==> src/rtl/sim_monitor_pkg.sv <==
// Shared types for the simulation run monitor.
package sim_monitor_pkg;

    localparam int unsigned TSTAMP_W = 32;

    typedef enum logic [1:0] {
        StIdle    = 2'd0,
        StRun     = 2'd1,
        StPass    = 2'd2,
        StTimeout = 2'd3
    } mon_state_e;

endpackage

==> src/rtl/sim_monitor_fifo.sv <==
// Synchronous event FIFO with full/empty flags; read data is 0 while empty.
module sim_monitor_fifo #(
    parameter int unsigned DW    = 4,
    parameter int unsigned DEPTH = 8
) (
    input  logic          clk,
    input  logic          reset,
    input  logic          push,
    input  logic [DW-1:0] wdata,
    input  logic          pop,
    output logic [DW-1:0] rdata,
    output logic          full,
    output logic          empty
);

    localparam int unsigned AW = $clog2(DEPTH);

    logic [AW:0]   wptr_q;
    logic [AW:0]   rptr_q;
    logic [DW-1:0] mem_q [DEPTH];
    logic          wr_en;
    logic          rd_en;

    // Flags and gated enables; a push into a full FIFO is accepted only when a pop frees a slot.
    always_comb begin
        empty = (wptr_q == rptr_q);
        full  = (wptr_q[AW] != rptr_q[AW]) && (wptr_q[AW-1:0] == rptr_q[AW-1:0]);
        wr_en = push && (!full || pop);
        rd_en = pop && !empty;
        rdata = empty ? '0 : mem_q[rptr_q[AW-1:0]];
    end

    // Pointer update, cleared asynchronously.
    always_ff @(posedge clk or negedge reset) begin
        if (!reset) begin
            wptr_q <= '0;
            rptr_q <= '0;
        end else begin
            if (wr_en) wptr_q <= wptr_q + 1'b1;
            if (rd_en) rptr_q <= rptr_q + 1'b1;
        end
    end

    // Storage; contents are masked by the empty flag so no reset is needed.
    always_ff @(posedge clk) begin
        if (wr_en) mem_q[wptr_q[AW-1:0]] <= wdata;
    end

endmodule

==> src/rtl/sim_monitor.sv <==
// Run monitor: change-event queue plus PASS/TIMEOUT watchdog.
// Define SIM_MONITOR_TSTAMP_EN to store a 32-bit RUN-cycle timestamp with each event.
module sim_monitor
    import sim_monitor_pkg::*;
#(
    parameter int unsigned     WIDTH          = 4,
    parameter int unsigned     FIFO_DEPTH     = 8,
    parameter int unsigned     TIMEOUT_CYCLES = 250,
    parameter logic [WIDTH-1:0] PASS_PATTERN  = '1,
    parameter int unsigned     STABLE_CYCLES  = 4
) (
    input  logic                clk,
    input  logic                reset,
    input  logic                enable_i,
    input  logic [WIDTH-1:0]    watch_i,
    output logic                evt_valid_o,
    input  logic                evt_ready_i,
    output logic [WIDTH-1:0]    evt_value_o,
    output logic [TSTAMP_W-1:0] evt_tstamp_o,
    output logic [1:0]          state_o,
    output logic                done_o,
    output logic                overflow_o
);

    localparam int unsigned    CW        = $clog2(TIMEOUT_CYCLES + 1);
    localparam int unsigned    SW        = $clog2(STABLE_CYCLES + 1);
    localparam logic [CW-1:0]  CYC_LIMIT = CW'(TIMEOUT_CYCLES);
    localparam logic [SW-1:0]  STB_LIMIT = SW'(STABLE_CYCLES);

    mon_state_e     state_q;
    logic           done_q;
    logic           overflow_q;
    logic [WIDTH-1:0] prev_q;
    logic [CW-1:0]  cycle_q;
    logic [SW-1:0]  stable_q;

    logic           in_run;
    logic           is_pass;
    logic [CW-1:0]  cycle_nxt;
    logic [SW-1:0]  stable_nxt;
    logic           pass_hit;
    logic           timeout_hit;
    logic           push;
    logic           pop;
    logic           drop;
    logic           fifo_full;
    logic           fifo_empty;

    // Change detection, counter look-ahead and FIFO handshake.
    always_comb begin
        in_run      = (state_q == StRun);
        is_pass     = (watch_i == PASS_PATTERN);
        cycle_nxt   = cycle_q + CW'(1);
        stable_nxt  = '0;
        if (is_pass) stable_nxt = (stable_q == STB_LIMIT) ? stable_q : stable_q + SW'(1);
        pass_hit    = in_run && is_pass && (stable_nxt == STB_LIMIT);
        timeout_hit = in_run && (cycle_nxt == CYC_LIMIT);
        push        = in_run && (watch_i != prev_q);
        pop         = evt_valid_o && evt_ready_i;
        drop        = push && fifo_full && !pop;
    end

    // Watchdog FSM with registered done decode; PASS takes priority over TIMEOUT.
    always_ff @(posedge clk or negedge reset) begin
        if (!reset) begin
            state_q  <= StIdle;
            done_q   <= 1'b0;
            prev_q   <= '0;
            cycle_q  <= '0;
            stable_q <= '0;
        end else begin
            case (state_q)
                StIdle: begin
                    if (enable_i) state_q <= StRun;
                end
                StRun: begin
                    cycle_q  <= cycle_nxt;
                    stable_q <= stable_nxt;
                    prev_q   <= watch_i;
                    if (pass_hit) begin
                        state_q <= StPass;
                        done_q  <= 1'b1;
                    end else if (timeout_hit) begin
                        state_q <= StTimeout;
                        done_q  <= 1'b1;
                    end
                end
                default: begin
                    state_q <= state_q;
                end
            endcase
        end
    end

    // Sticky record of any event lost to a full queue.
    always_ff @(posedge clk or negedge reset) begin
        if (!reset) overflow_q <= 1'b0;
        else if (drop) overflow_q <= 1'b1;
    end

`ifdef SIM_MONITOR_TSTAMP_EN
    localparam int unsigned FIFO_DW = WIDTH + TSTAMP_W;

    logic [TSTAMP_W-1:0] tstamp_q;
    logic [FIFO_DW-1:0]  fifo_wdata;
    logic [FIFO_DW-1:0]  fifo_rdata;

    // Timestamp of the current RUN cycle, saturating at all-ones.
    always_ff @(posedge clk or negedge reset) begin
        if (!reset) tstamp_q <= '0;
        else if (in_run && (tstamp_q != '1)) tstamp_q <= tstamp_q + 32'd1;
    end

    // Pack value above timestamp.
    always_comb begin
        fifo_wdata   = {watch_i, tstamp_q};
        evt_value_o  = fifo_rdata[FIFO_DW-1 -: WIDTH];
        evt_tstamp_o = fifo_rdata[TSTAMP_W-1:0];
    end
`else
    localparam int unsigned FIFO_DW = WIDTH;

    logic [FIFO_DW-1:0] fifo_wdata;
    logic [FIFO_DW-1:0] fifo_rdata;

    // Value-only entries; timestamp port tied off.
    always_comb begin
        fifo_wdata   = watch_i;
        evt_value_o  = fifo_rdata;
        evt_tstamp_o = '0;
    end
`endif

    sim_monitor_fifo #(
        .DW    (FIFO_DW),
        .DEPTH (FIFO_DEPTH)
    ) u_fifo (
        .clk   (clk),
        .reset (reset),
        .push  (push),
        .wdata (fifo_wdata),
        .pop   (pop),
        .rdata (fifo_rdata),
        .full  (fifo_full),
        .empty (fifo_empty)
    );

    assign evt_valid_o = !fifo_empty;
    assign state_o     = state_q;
    assign done_o      = done_q;
    assign overflow_o  = overflow_q;

endmodule

==> config.mk <==
export PLATFORM = sky130hd
export DESIGN_NAME = sim_monitor
export DESIGN_NICKNAME = d
export VERILOG_FILES = /design/src/rtl/sim_monitor_pkg.sv /design/src/rtl/sim_monitor_fifo.sv /design/src/rtl/sim_monitor.sv
export SDC_FILE = /design/constraint.sdc
export NUM_CORES = 1
export LEC_CHECK = 0
export CAP_MARGIN = 25
export CORE_UTILIZATION = 45
export DETAILED_ROUTE_END_ITERATION = 8
export PLACE_DENSITY = 0.76
export SETUP_SLACK_MARGIN = 0.5
export SKIP_LAST_GASP = 1
export SLEW_MARGIN = 20
export SYNTH_ARGS = -nofsm -noshare
export SYNTH_HDL_FRONTEND = slang
export SYNTH_SLANG_ARGS = --single-unit
==> constraint.sdc <==
create_clock -name clk -period 2.6 [get_ports clk]
set_clock_uncertainty 0.1 [all_clocks]
set_input_delay 0.52 -clock clk [delete_from_list [all_inputs] [get_ports clk]]
set_output_delay 0.52 -clock clk [all_outputs]
set_load 0.01 [all_outputs]
==> results of run 1 <==
[per-stage QoR]
step / instances / worst slack (ps) / TNS [ps] / hold WS [ps]
6_report: 353 / 207 / 0 / 389
5_1_grt: 353 / 110 / 0 / 408
4_1_cts: 353 / 192 / 0 / 396
3_5_place_dp: 331 / -125 / -498 / 382
3_3_place_gp: 331 / -1.91 / -7.57 / 369
2_1_floorplan: 266 / 505 / 0 / 124
[cells in the mapped netlist (2+ instances only)]
| cell | n | area share |
|---|---|---|
| and3_1 | 4 | 0.0084 |
| and3b_1 | 4 | 0.012 |
| dfrtp_1 | 27 | 0.23 |
| a21oi_1 | 5 | 0.0084 |
| ha_1 | 6 | 0.025 |
| xor2_1 | 14 | 0.041 |
| and4_1 | 3 | 0.0089 |
| a31oi_1 | 2 | 0.0042 |
| inv_1 | 5 | 0.0063 |
| nand3_1 | 7 | 0.012 |
| edfxtp_1 | 32 | 0.32 |
| buf_2 | 5 | 0.0084 |
| o21ai_0 | 5 | 0.0084 |
| nor3b_1 | 4 | 0.010 |
| mux2i_1 | 4 | 0.014 |
| nor2b_1 | 2 | 0.0042 |
| clkbuf_1 | 3 | 0.0038 |
| buf_4 | 33 | 0.084 |
| xnor2_1 | 11 | 0.033 |
| nor2_1 | 12 | 0.015 |
| mux4_2 | 8 | 0.061 |
| nand2_1 | 21 | 0.027 |
| mux2_1 | 2 | 0.0076 |
[layer usage]
layer | up-vias | global-route usage | wire, um
li1 | 826 | - | -
met1 | 899 | 0.203 | 2370
met2 | 65 | 0.300 | 2880
met3 | 11 | 0.0408 | 192
met4 | 0 | 0.0768 | 125
met5 | - | 0 | 0
[kinds of logic (layout without fill, tap and decap cells)]
| logic type | count (synthesis) | count (layout) | share of synthesized area |
|---|---|---|---|
| AO/OA/AOI/OAI | 17 | 17 | 0.0363 |
| XOR/XNOR | 25 | 25 | 0.0739 |
| adder cells (fa/ha/maj) | 6 | 6 | 0.0253 |
| buffers and inverters | 46 | 56 | 0.102 |
| flip-flops | 59 | 59 | 0.553 |
| multiplexers | 14 | 14 | 0.0820 |
| other | 1 | 32 | 0.00127 |
| AND/OR/NAND/NOR | 67 | 67 | 0.126 |
[how the worst min path moves through the flow]
| stage | endpoint | slack, ps | cells past startpoint |
|---|---|---|---|
| final | overflow_o | 390 | 1 |
| after global routing | overflow_o | 410 | 1 |
| after CTS | overflow_o | 400 | 1 |
| after detailed placement | overflow_o | 380 | 1 |
| after global placement | overflow_o | 370 | 1 |
| after floorplan | cycle_q[0] | 120 | 0 |
[sequential cells by signal, indices dropped and copies added (netlist names)]
name	flops
cycle_q	8
done_o	1
overflow_o	1
prev_q	4
stable_q	3
state_o	2
u_fifo.mem_q	32
u_fifo.rptr_q	4
u_fifo.wptr_q	4
[cells in the final DEF (no fill, tap or decap), types with 3 or more instances in the layout]
cell type,instances
nor2_1,12
and3b_1,3
inv_1,5
o21ai_0,5
nand3_1,7
xor2_1,12
ha_1,5
edfxtp_1,32
buf_4,15
a21oi_1,5
xnor2_1,10
and3_1,3
nand2_1,21
conb_1,32
mux4_2,8
mux2i_1,4
clkdlybuf4s50_1,8
dfrtp_1,25
clkbuf_8,11
buf_2,5
[what timing repair did]
item	in CTS	in global routing
gates resized for setup	32	14
pin swaps	3	4
buffers inserted	5	0
cloned	1	0
endpoints found under the setup margin	33	35
[layout make-up]
type | instances | area, sq um
fill | 517 | 2820
tap | 77 | 96.3
sequential | 59 | 1640
clock inverter | 5 | 75.1
multi-input combinational | 161 | 1230
timing repair buffer | 35 | 318
inverter | 5 | 18.8
clock buffer | 11 | 151
[report_power, final]
part / switching [uW] / internal [uW]
Sequential: 55.9 / 1020
Clock: 353 / 585
Combinational: 323 / 415
Total: 732 / 2020
[worst register-to-register path: cells and delay by family (launching register included)]
family          cells  cell delay [ps]
simple gates        3              680
compound gates      1              180
xor+xnor            1              140
buf+inv             2              260
flops               1              400
==> results.md, run 1 <==
Outcome:
- The flow ran to the end, and the final reports show no timing, DRC or antenna violations.

Critical path:
- In this run the worst setup path begins at u_fifo.rptr_q[0].
- The endpoint identified for the worst register-to-register timing path is u_fifo.mem_q[0][2].
- The worst register-to-register path begins at u_fifo.rptr_q[0].
- The logic depth of the worst setup path including buffers is 6.
- STA puts the critical path data required time at ~2000 ps.
- The timing endpoint of the critical path is evt_value_o[2].
- The type of destination of the critical path is an output pin.
- In this design, the stage delay of the slowest critical-path cell is around 500 ps.
- Of all nets on the critical path, the largest fanout is 6.
- The worst setup path category is register to output pin.
- At the worst endpoint, the arrival time is roughly 1800 ps.
- The signal on the critical path passes through buf_6 > buf_12 > mux4_2 > mux2i_1 > nor2_1 > buf_2.
- The slowest stage of the critical path belongs to the cell mux4_2.
- Counting both buffers and inverters, the worst setup path holds a total of 3.
- Among cell families on the critical path, the largest total delay comes from multiplexers.
- The type of element launching the critical path is a register.
- The number of cells on the worst reg-to-reg path is 7.
- Setup slack on the worst reg-to-reg path comes out at 530 ps.

Routing:
- The routed layout has roughly 1800 vias.
- The first-pass iteration count of the detailed router is 4.
- The violation count after the first detailed-routing iteration is 112.
- The routed wire length is 5.56 mm.
- In the routed layout, each cell is associated on average with a via count of just over 5.
- The number of antenna-violating nets in the routed design is 0.
- For this run, design rule violations remaining after detail routing come to 0.
- The average wire length per cell after detail routing is ~16 um.

Cells and area:
- The number of antenna diodes in the final layout is 0.
- The number of nets in the layout is around 290.
- After routing the design area is roughly 3500 sq um.
- The fraction of layout instances using a drive strength above 1 is 0.243.
- The core occupancy in the finished layout is 0.556.
- Relative to the synthesized area, the layout overhead comes to 19.3%.

CTS:
- The clock-pin slew on the worst setup and hold paths is around 60 ps.
- The total CTS buffers is 9.
- The number of levels in the clock H-tree is 3.
- The CTS tree is done.
- The number of hold buffers added after cts is 0.
- Clock tree synthesis found a total of between 50 and 60 sinks.
- The clock reaches the later pin of the worst-skew pair after roughly 330 ps.
- The number of buffers on the longest clock path is 2.
- The tree is rooted in a clkbuf_8.

Power:
- IR analysis of the VDD net gives a maximum drop of 0.000533 V.
- The static leakage is around 0.0015 uW.
- The power density over cell area is roughly 780 nW/um^2.
- The overall power after layout is around 2800 uW.

Yosys:
- The post-synthesis sequential area ratio is 0.553.
- After synthesis, the share of flip-flops with an asynchronous set or reset is 0.458.
- The most used flip-flop cell after synthesis is edfxtp_1.
- The cell area after synthesis is 2960 sq um.
- In this run, synthesis produced a sequential element count of 59.
- The cell count after synthesis came out at roughly 240.
- Averaged over all synthesized cells, the footprint is 12.6 sq um.
- The number of synthesized flops with an enable pin is 32.
- The number of distinct library cell variants in the gate-level netlist after synthesis is 39.
- Yosys printed 0 warnings.

Global route:
- The total congestion overflow is 0.
- The number of antenna violations at the first check in global routing is 0.
- The via count of the first global-routing pass came to between 1500 and 2000.
- The global-route wire length before repair is between 8 and 9 mm.
- The pin count of the biggest net entering global routing is 28.
- In the global route stage, overall resource usage came out at 0.173.

Place:
- The post-place instance area is around 3200 sq um.
- The count of buffers added on input and output ports is 16.
- The wire-length estimate of the detail-placed layout is between 3 and 4 mm.
- The final estimated routing congestion in global placement is between 0.8 and 0.9.

Floorplanning:
- The die boundary height is 83.1 um.
- The floorplan step set the die width to around 83 um.
- The top-level port count is 49.
- The starting density of the core is 0.466.
- The core region is 6350 sq um.
- The full die area is slightly below 7000 sq um.
- After floorplanning, the core was divided into 29 placement rows.

Hold path:
- The start point of the worst hold path is overflow_o.
- The min-delay analysis places its worst path in the category register to register.

STA:
- The final period utilization is 0.920.
- Setup violations remaining at the end of the flow were counted as 0.
- The final number of max-transition violations is 0.
- The count of final hold-check violations is 0.
- The timing-limited maximum frequency is 0.418 GHz.
- Setup repair after global routing could not meet its margin everywhere.
- The final critical path time including I/O delays and setup is roughly 2400 ps.

Flow run:
- Max-cap violations in this run came to 0.
Note: power is estimated with default switching activity, not from simulation.
==> run 2, diff against run 1 <==
--- a/config.mk
+++ b/config.mk
@@ -8,6 +8,7 @@
 export CAP_MARGIN = 25
 export CORE_UTILIZATION = 45
 export DETAILED_ROUTE_END_ITERATION = 8
+export GPL_TIMING_DRIVEN = 0
 export PLACE_DENSITY = 0.76
 export SETUP_SLACK_MARGIN = 0.5
 export SKIP_LAST_GASP = 1
==> run 2 against run 1 <==
Effect of this change: clock power up 17%; worst setup slack lost 59 ps; largest power group is now the clock network; largest cell class unchanged; design area rose by 7.9%.
==> results.md, run 2 (same netlist as run 1, synthesis figures left out) <==
Cells and area:
- The area growth from synthesis to layout is 28.6%.
- The antenna diode instance count is 0.
- Fill cells in the final layout number 524.
- Leaving out fill and tap cells, the most frequent cell in the layout is buf_4.
- In the layout the commonest cells are buf_4 (40), conb_1 (32), edfxtp_1 (32), dfrtp_1 (27), nand2_1 (21).
- The fraction of layout instances using a drive strength above 1 is 0.340.
- The final instance count without filler cells is a little under 400.
- The number of nets in the layout is roughly 320.
- Measured on the finished design, the core utilization comes to 0.600.
- The number of flip-flops in the largest register is 32.

Routing:
- The routed layout has roughly 1800 vias.
- After detailed routing, the number of vias per cell comes to approximately 4.8.
- Dividing the detail-routed wire length by the instance count gives about 14 um.
- The violation count after the first detailed-routing iteration is 95.
- The first TritonRoute pass finished after 4 iterations.
- The number of antenna-violating nets in the routed design is 0.
- In the routed design, unresolved DRC markers number 0.
- The final layout contains routed wiring with a total length of about 5.3 mm.

Floorplanning:
- The top-level port count is 49.
- The die boundary height is around 83 um.
- The starting density of the core is 0.466.
- The standard-cell row count is 29.
- The die covers between 6000 and 7000 sq um.
- The floorplan step set the die width to just over 80 um.
- The area of the core is around 6300 sq um.

Global route:
- The number of antenna violations at the first check in global routing is 0.
- The global router's overall resource usage is 0.171.
- The global-route wire length before repair is 9.03 mm.
- Entering global routing, the biggest net connects 28 pins.
- The total congestion overflow is 0.
- The via count of the first global-routing pass is between 1500 and 2000.

Critical path:
- The largest individual stage delay along the critical path comes from the cell mux4_2.
- STA classifies the critical path startpoint as a register.
- Traced cell by cell, the critical path runs through buf_6 > buf_8 > mux4_2 > mux2i_1 > nor2_1 > buf_2.
- Counting both buffers and inverters, the worst setup path holds a total of 3.
- The required time reported for the critical path endpoint is 1980 ps.
- The largest incremental delay on the critical path is roughly 500 ps.
- The kind of cell with the highest combined delay on the critical path is multiplexers.
- The critical path data arrival time is approximately 1800 ps.
- Of all nets on the critical path, the largest fanout is 5.
- The type of destination of the critical path is an output pin.
- The worst setup path category is register to output pin.

Power:
- Across the VDD grid, the largest voltage drop is 0.000560 V.
- The share of total power dissipated in the clock network is 0.370.
- The share of total power dissipated in combinational logic is 0.278.
- Of the total power, the share spent switching nets is 0.254.
- The share of total power dissipated in sequential elements is 0.352.
- The static leakage is approximately 0.0017 uW.
- For this design the ratio of total power to cell area is 781 nW/um^2.
- The cell internal power dissipation is 2220 uW.
- The switching component of the power is 756 uW.

STA:
- Hold timing on the final database bottoms out at a slack of roughly 94 ps.
- Setup repair after global routing could not meet its margin everywhere.
- After layout, the minimum clock period comes to ~2500 ps.
- The timing-limited maximum frequency is around 0.41 GHz.
- Dividing the final minimum period by the clock period gives 0.943.
- After routing, the total negative slack on setup checks comes to 0 ps.
- In this run the tightest slew margin relative to its limit is 0.589.
- Setup violations remaining at the end of the flow were counted as 0.
- Setup slack closes at approximately 150 ps.
- The final number of max-transition violations was 0.
- The transition time of the tightest slew-check pin is 617 ps.
- The count of final hold-check violations is 0.

CTS:
- The total CTS buffers is 9.
- The clock passes through at most 2 buffers.
- The clock tree root buffer cell is clkbuf_8.
- The number of sinks on the clock net is 59.
- Buffers inserted to repair hold after CTS numbered 0.
- The number of levels in the clock H-tree is 3.
- The CTS tree is done.
- At the later pin of the worst-skew pair, clock insertion delay measures about 340 ps.
- After clock tree synthesis, the clock-pin slew on the worst setup and hold paths is roughly 70 ps.

Place:
- The sum of net half-perimeters after detailed placement is approximately 3.5 mm.
- Timing analysis after detailed placement gives a worst setup slack of -458 ps.
- The count of buffers added on input and output ports is 16.
- The final estimated routing congestion in global placement is 0.829.
- After detailed placement, the design holds a cell count of 359.

Flow run:
- The number of maximum-capacitance violations is 0.

Outcome:
- The flow ran to the end, and the final reports show no timing, DRC or antenna violations.

Hold path:
- The worst min-delay path category is input port to async pin.
## run 2: cell count changes in the layout (fill, tap and decap cells not counted), sizes merged
cell / change
buf: +32
bufinv: +2
clkbuf: +2
clkdlybuf4s15: +2
clkdlybuf4s50: -2
clkinv: -1
clkinvlp: +1
dlygate4sd2: -2
dlymetal6s2s: -1
## run 2: power groups by stage
stage          Clock, uW  Combinational (uW)  Sequential, uW
6_report            1100                 826            1050
5_1_grt             1150                 906            1050
4_1_cts             1120                 825            1050
3_5_place_dp           0                 661            1070
3_3_place_gp           0                 644            1060
2_1_floorplan          0                 452            1060
## run 2: worst paths after layout
| path | start | to | slack [ps] | depth (start not counted) |
|---|---|---|---|---|
| hold / removal | reset | cycle_q[7] | 90 | 1 |
| setup / recovery | u_fifo.rptr_q[0] | evt_value_o[1] | 150 | 6 |
| hold reg to reg | overflow_o | overflow_o | 390 | 1 |
| max in group asynchronous | reset | u_fifo.wptr_q[2] | 1910 | 1 |
| setup reg to reg | u_fifo.rptr_q[0] | u_fifo.mem_q[0][3] | 580 | 7 |
| min in group clk | overflow_o | overflow_o | 390 | 1 |
## run 2: worst reg2reg max path, cell delays in order, from the launching register on
cell and delay (ps):
dfrtp_1 410, buf_4 150, buf_6 110, xnor2_2 120
and3_4 180, a21oi_4 150, and2b_2 200, nor3b_4 290
## run 2: through the flow
stage | power (uW) | cell area, sq um
2_1_floorplan | 1510 | 3080
3_3_place_gp | 1710 | 3340
3_5_place_dp | 1730 | 3330
4_1_cts | 2990 | 3790
5_1_grt | 3110 | 3810
6_report | 2980 | 3810
## run 2: area by class of cell
cell class	instances	area, sq um	area share
Timing Repair Buffer	27	236	0.0621
Multi-Input combinational cell	161	1240	0.325
Buffer	41	318	0.0834
Tap cell	77	96.3	0.0253
Clock inverter	7	140	0.0368
Clock buffer	9	124	0.0325
Inverter	5	18.8	0.00493
Sequential cell	59	1640	0.430
## run 2: what timing repair did
item	in CTS	in global routing
gates resized for setup	58	8
endpoints found under the setup margin	41	34
buffers inserted	8	2
gates cloned	1	0
pin swaps	6	5
## run 2: layer usage
metal / part of all wire / global-route usage / up-vias
li1: - / - / 892
met1: 0.43 / 0.209 / 888
met2: 0.52 / 0.291 / 49
met3: 0.043 / 0.0408 / 7
met4: 0.013 / 0.0705 / 0
met5: 0 / 0 / -
==> run 3, diff against run 2 <==
--- a/config.mk
+++ b/config.mk
@@ -10,6 +10,7 @@
 export DETAILED_ROUTE_END_ITERATION = 8
 export GPL_TIMING_DRIVEN = 0
 export PLACE_DENSITY = 0.76
+export RECOVER_POWER = 25
 export SETUP_SLACK_MARGIN = 0.5
 export SKIP_LAST_GASP = 1
 export SLEW_MARGIN = 20
==> run 3 against run 2 <==
Effect of this change: global-route usage did not move; design area about the same; cell count unchanged; non-clock buffer count unchanged; core utilization down 0.059 points.
==> results.md, run 3 (same netlist as run 1, synthesis figures left out) <==
Outcome:
- The run finished with clean final reports.

Routing:
- Dividing the detail-routed wire length by the instance count gives approximately 14 um.
- The first-pass iteration count of the detailed router is 4.
- The routed wire length is between 5 and 6 mm.
- Across all layers, the routed design uses roughly 1800 vias.
- The count of nets left with antenna violations once routing finished came out at 0.
- The violation count after the first detailed-routing iteration is 95.
- The DRC violations left is 0.
- The post-detailed-route via-to-cell ratio is roughly 4.8.

CTS:
- After clock tree synthesis, the flow added hold-fix buffers numbering 0.
- The clock tree root buffer cell is clkbuf_8.
- The number of sinks on the clock net is 59.
- The later pin in the worst-skew pair is clocked with a latency of 340 ps.
- TritonCTS built the clock tree.
- The longest clock path from root to sink contains 2 buffers.
- After clock tree synthesis, the clock-pin slew on the worst setup and hold paths is approximately 70 ps.
- The total CTS buffers is 9.
- CTS built an H-tree with a depth of 3.

Critical path:
- The worst setup path is of the register to output pin kind.
- Traced cell by cell, the critical path runs through buf_6 > buf_8 > mux4_2 > mux2i_1 > nor2_1 > buf_2.
- The type of element launching the critical path is a register.
- Across all register-to-register paths, the minimum setup slack is a little under 600 ps.
- Tracing the worst setup path back leads to its startpoint at u_fifo.rptr_q[0].
- The timing endpoint of the critical path is evt_value_o[1].
- The required time reported for the critical path endpoint is 1980 ps.
- The highest-delay cell along the critical path is mux4_2.
- The number of cells on the worst reg-to-reg path is 7.
- The worst flop-to-flop path startpoint is u_fifo.rptr_q[0].
- The maximum fanout along the worst path is 5.
- The worst reg2reg path endpoint is u_fifo.mem_q[0][2].
- The type of destination of the critical path is an output pin.
- For this run, the slowest stage of the critical path takes 500 ps.
- Data on the critical path arrives at its endpoint at between 1500 and 2000 ps.

Floorplanning:
- The top-level port count is 49.
- The starting density of the core is 0.466.
- The die boundary height is a little over 80 um.
- Measured along the x axis, the die boundary spans approximately 83 um.
- The area of the core is 6350 sq um.
- The die covers between 6000 and 7000 sq um.
- The standard-cell row count is 29.

Global route:
- In the global route stage, met3 resource usage came out at 0.0408.
- After global routing the overflow that remains totals 0.
- The pin count of the biggest net entering global routing is 28.
- The first global-routing pass estimated 9.03 mm of wire.
- The met2 usage is 0.291.
- The layer carrying the most global-route usage is met2.
- The via count of the first global-routing pass was ~1900.
- The number of antenna violations at the first check in global routing is 0.
- The met1 capacity usage during global routing is 0.209.
- The global router's overall resource usage is 0.171.

STA:
- The count of final hold-check violations came to 0.
- Timing would allow up to 0.408 GHz.
- The worst path needs around 2500 ps of the cycle, external delays included.
- The worst pin sits at a relative slew slack of 0.0150.
- The post-route setup TNS is 0 ps.
- The final number of max-transition violations was 0.
- Setup repair after global routing could not meet its margin everywhere.
- Setup violations remaining at the end of the flow were counted as 0.
- The transition time of the tightest slew-check pin is between 1000 and 1500 ps.
- Of the available clock period, the critical path in the final layout requires 0.943.

Cells and area:
- The final instance count without filler cells is between 300 and 400.
- For this run, the share of the core covered by cells in the final layout is 0.599.
- The number of antenna diodes in the final layout is 0.
- Relative to the synthesized area, the layout overhead comes to 28.5%.
- The register with the most flip-flops in the layout has 32 of them.
- For this run, the post-layout net count is roughly 320.
- The most common cell after layout, fill and taps aside is buf_4.
- The library cells used most frequently in the layout, excluding fill and tap cells, are buf_4 (40), conb_1 (32), edfxtp_1 (32), dfrtp_1 (27), nand2_1 (21).
- In the final layout, the share of cells above drive strength 1 is 0.330.

Flow run:
- The number of maximum-capacitance violations is 0.

Place:
- At the end of routability-driven placement, the weighted congestion stood at 0.829.
- Once placement completed, the tool counted placed cells totaling 359.
- The sum of net half-perimeters after detailed placement is around 3.5 mm.
- Buffers placed on the I/O ports in this run total 16.

Power:
- Summed over all cells, the static leakage comes to roughly 0.0017 uW.
- The overall power after layout is slightly below 3000 uW.
- In this run the power density over the cells is a little under 800 nW/um^2.
- The worst voltage drop across the vdd grid is ~0.00056 V.

Hold path:
- The worst hold path begins at overflow_o.
- The worst min-delay path category is register to register.
[run 3: changes by cell type in the layout (fill, tap and decap cells not counted)]
cell and delta:
buf_2 -2, clkbuf_1 +3, clkbuf_2 -1
[run 3: worst min path at each step]
stage / end / slack (ps) / cells after the start
after CTS: cycle_q[7] / 100 / 1
after global routing: overflow_o / 400 / 1
final: overflow_o / 390 / 1
after floorplan: cycle_q[0] / 120 / 0
after global placement: overflow_o / 370 / 1
after detailed placement: overflow_o / 370 / 1
[run 3: what timing repair did]
item / in CTS / in global routing
endpoints found under the setup margin: 41 / 34
gates resized for setup: 58 / 8
gates cloned: 1 / 0
pin swaps: 6 / 5
buffers inserted: 8 / 2
[run 3: critical path, delay by kind of cell, from the launching register on]
family                 cells  cell delay (ps)
multiplexers               2              670
flip-flops                 1              390
buffers and inverters      3              370
AND/OR/NAND/NOR            1               60
[run 3: power breakdown]
part | switching (uW) | total (uW) | internal, uW
Combinational | 357 | 825 | 467
Clock | 371 | 1100 | 731
Sequential | 28.4 | 1050 | 1020
[run 3: cell type report]
| class | count | area (sq um) |
|---|---|---|
| fillers | 523 | 2540 |
| plain buffers | 41 | 318 |
| repair buffers | 27 | 233 |
| well taps | 77 | 96.3 |
| multi-input cells | 161 | 1240 |
| inverters | 5 | 18.8 |
| clock buffers | 9 | 124 |
| flip-flops and latches | 59 | 1640 |
| clock inverters | 7 | 140 |
[run 3: through the flow]
stage	instance area [sq um]	hold WS, ps	setup slack, ps
5_1_grt	3810	403	59.1
6_report	3810	386	149
4_1_cts	3790	97.9	129
2_1_floorplan	3080	124	505
3_5_place_dp	3330	370	-458
3_3_place_gp	3340	369	-446
[run 3: routing by layer]
| layer | up-vias | part of all wire | routed length [um] |
|---|---|---|---|
| met5 | - | 0 | 0 |
| met4 | 0 | 0.018 | 95 |
| met3 | 8 | 0.044 | 236 |
| met2 | 53 | 0.51 | 2720 |
| met1 | 890 | 0.43 | 2300 |
| li1 | 892 | - | - |
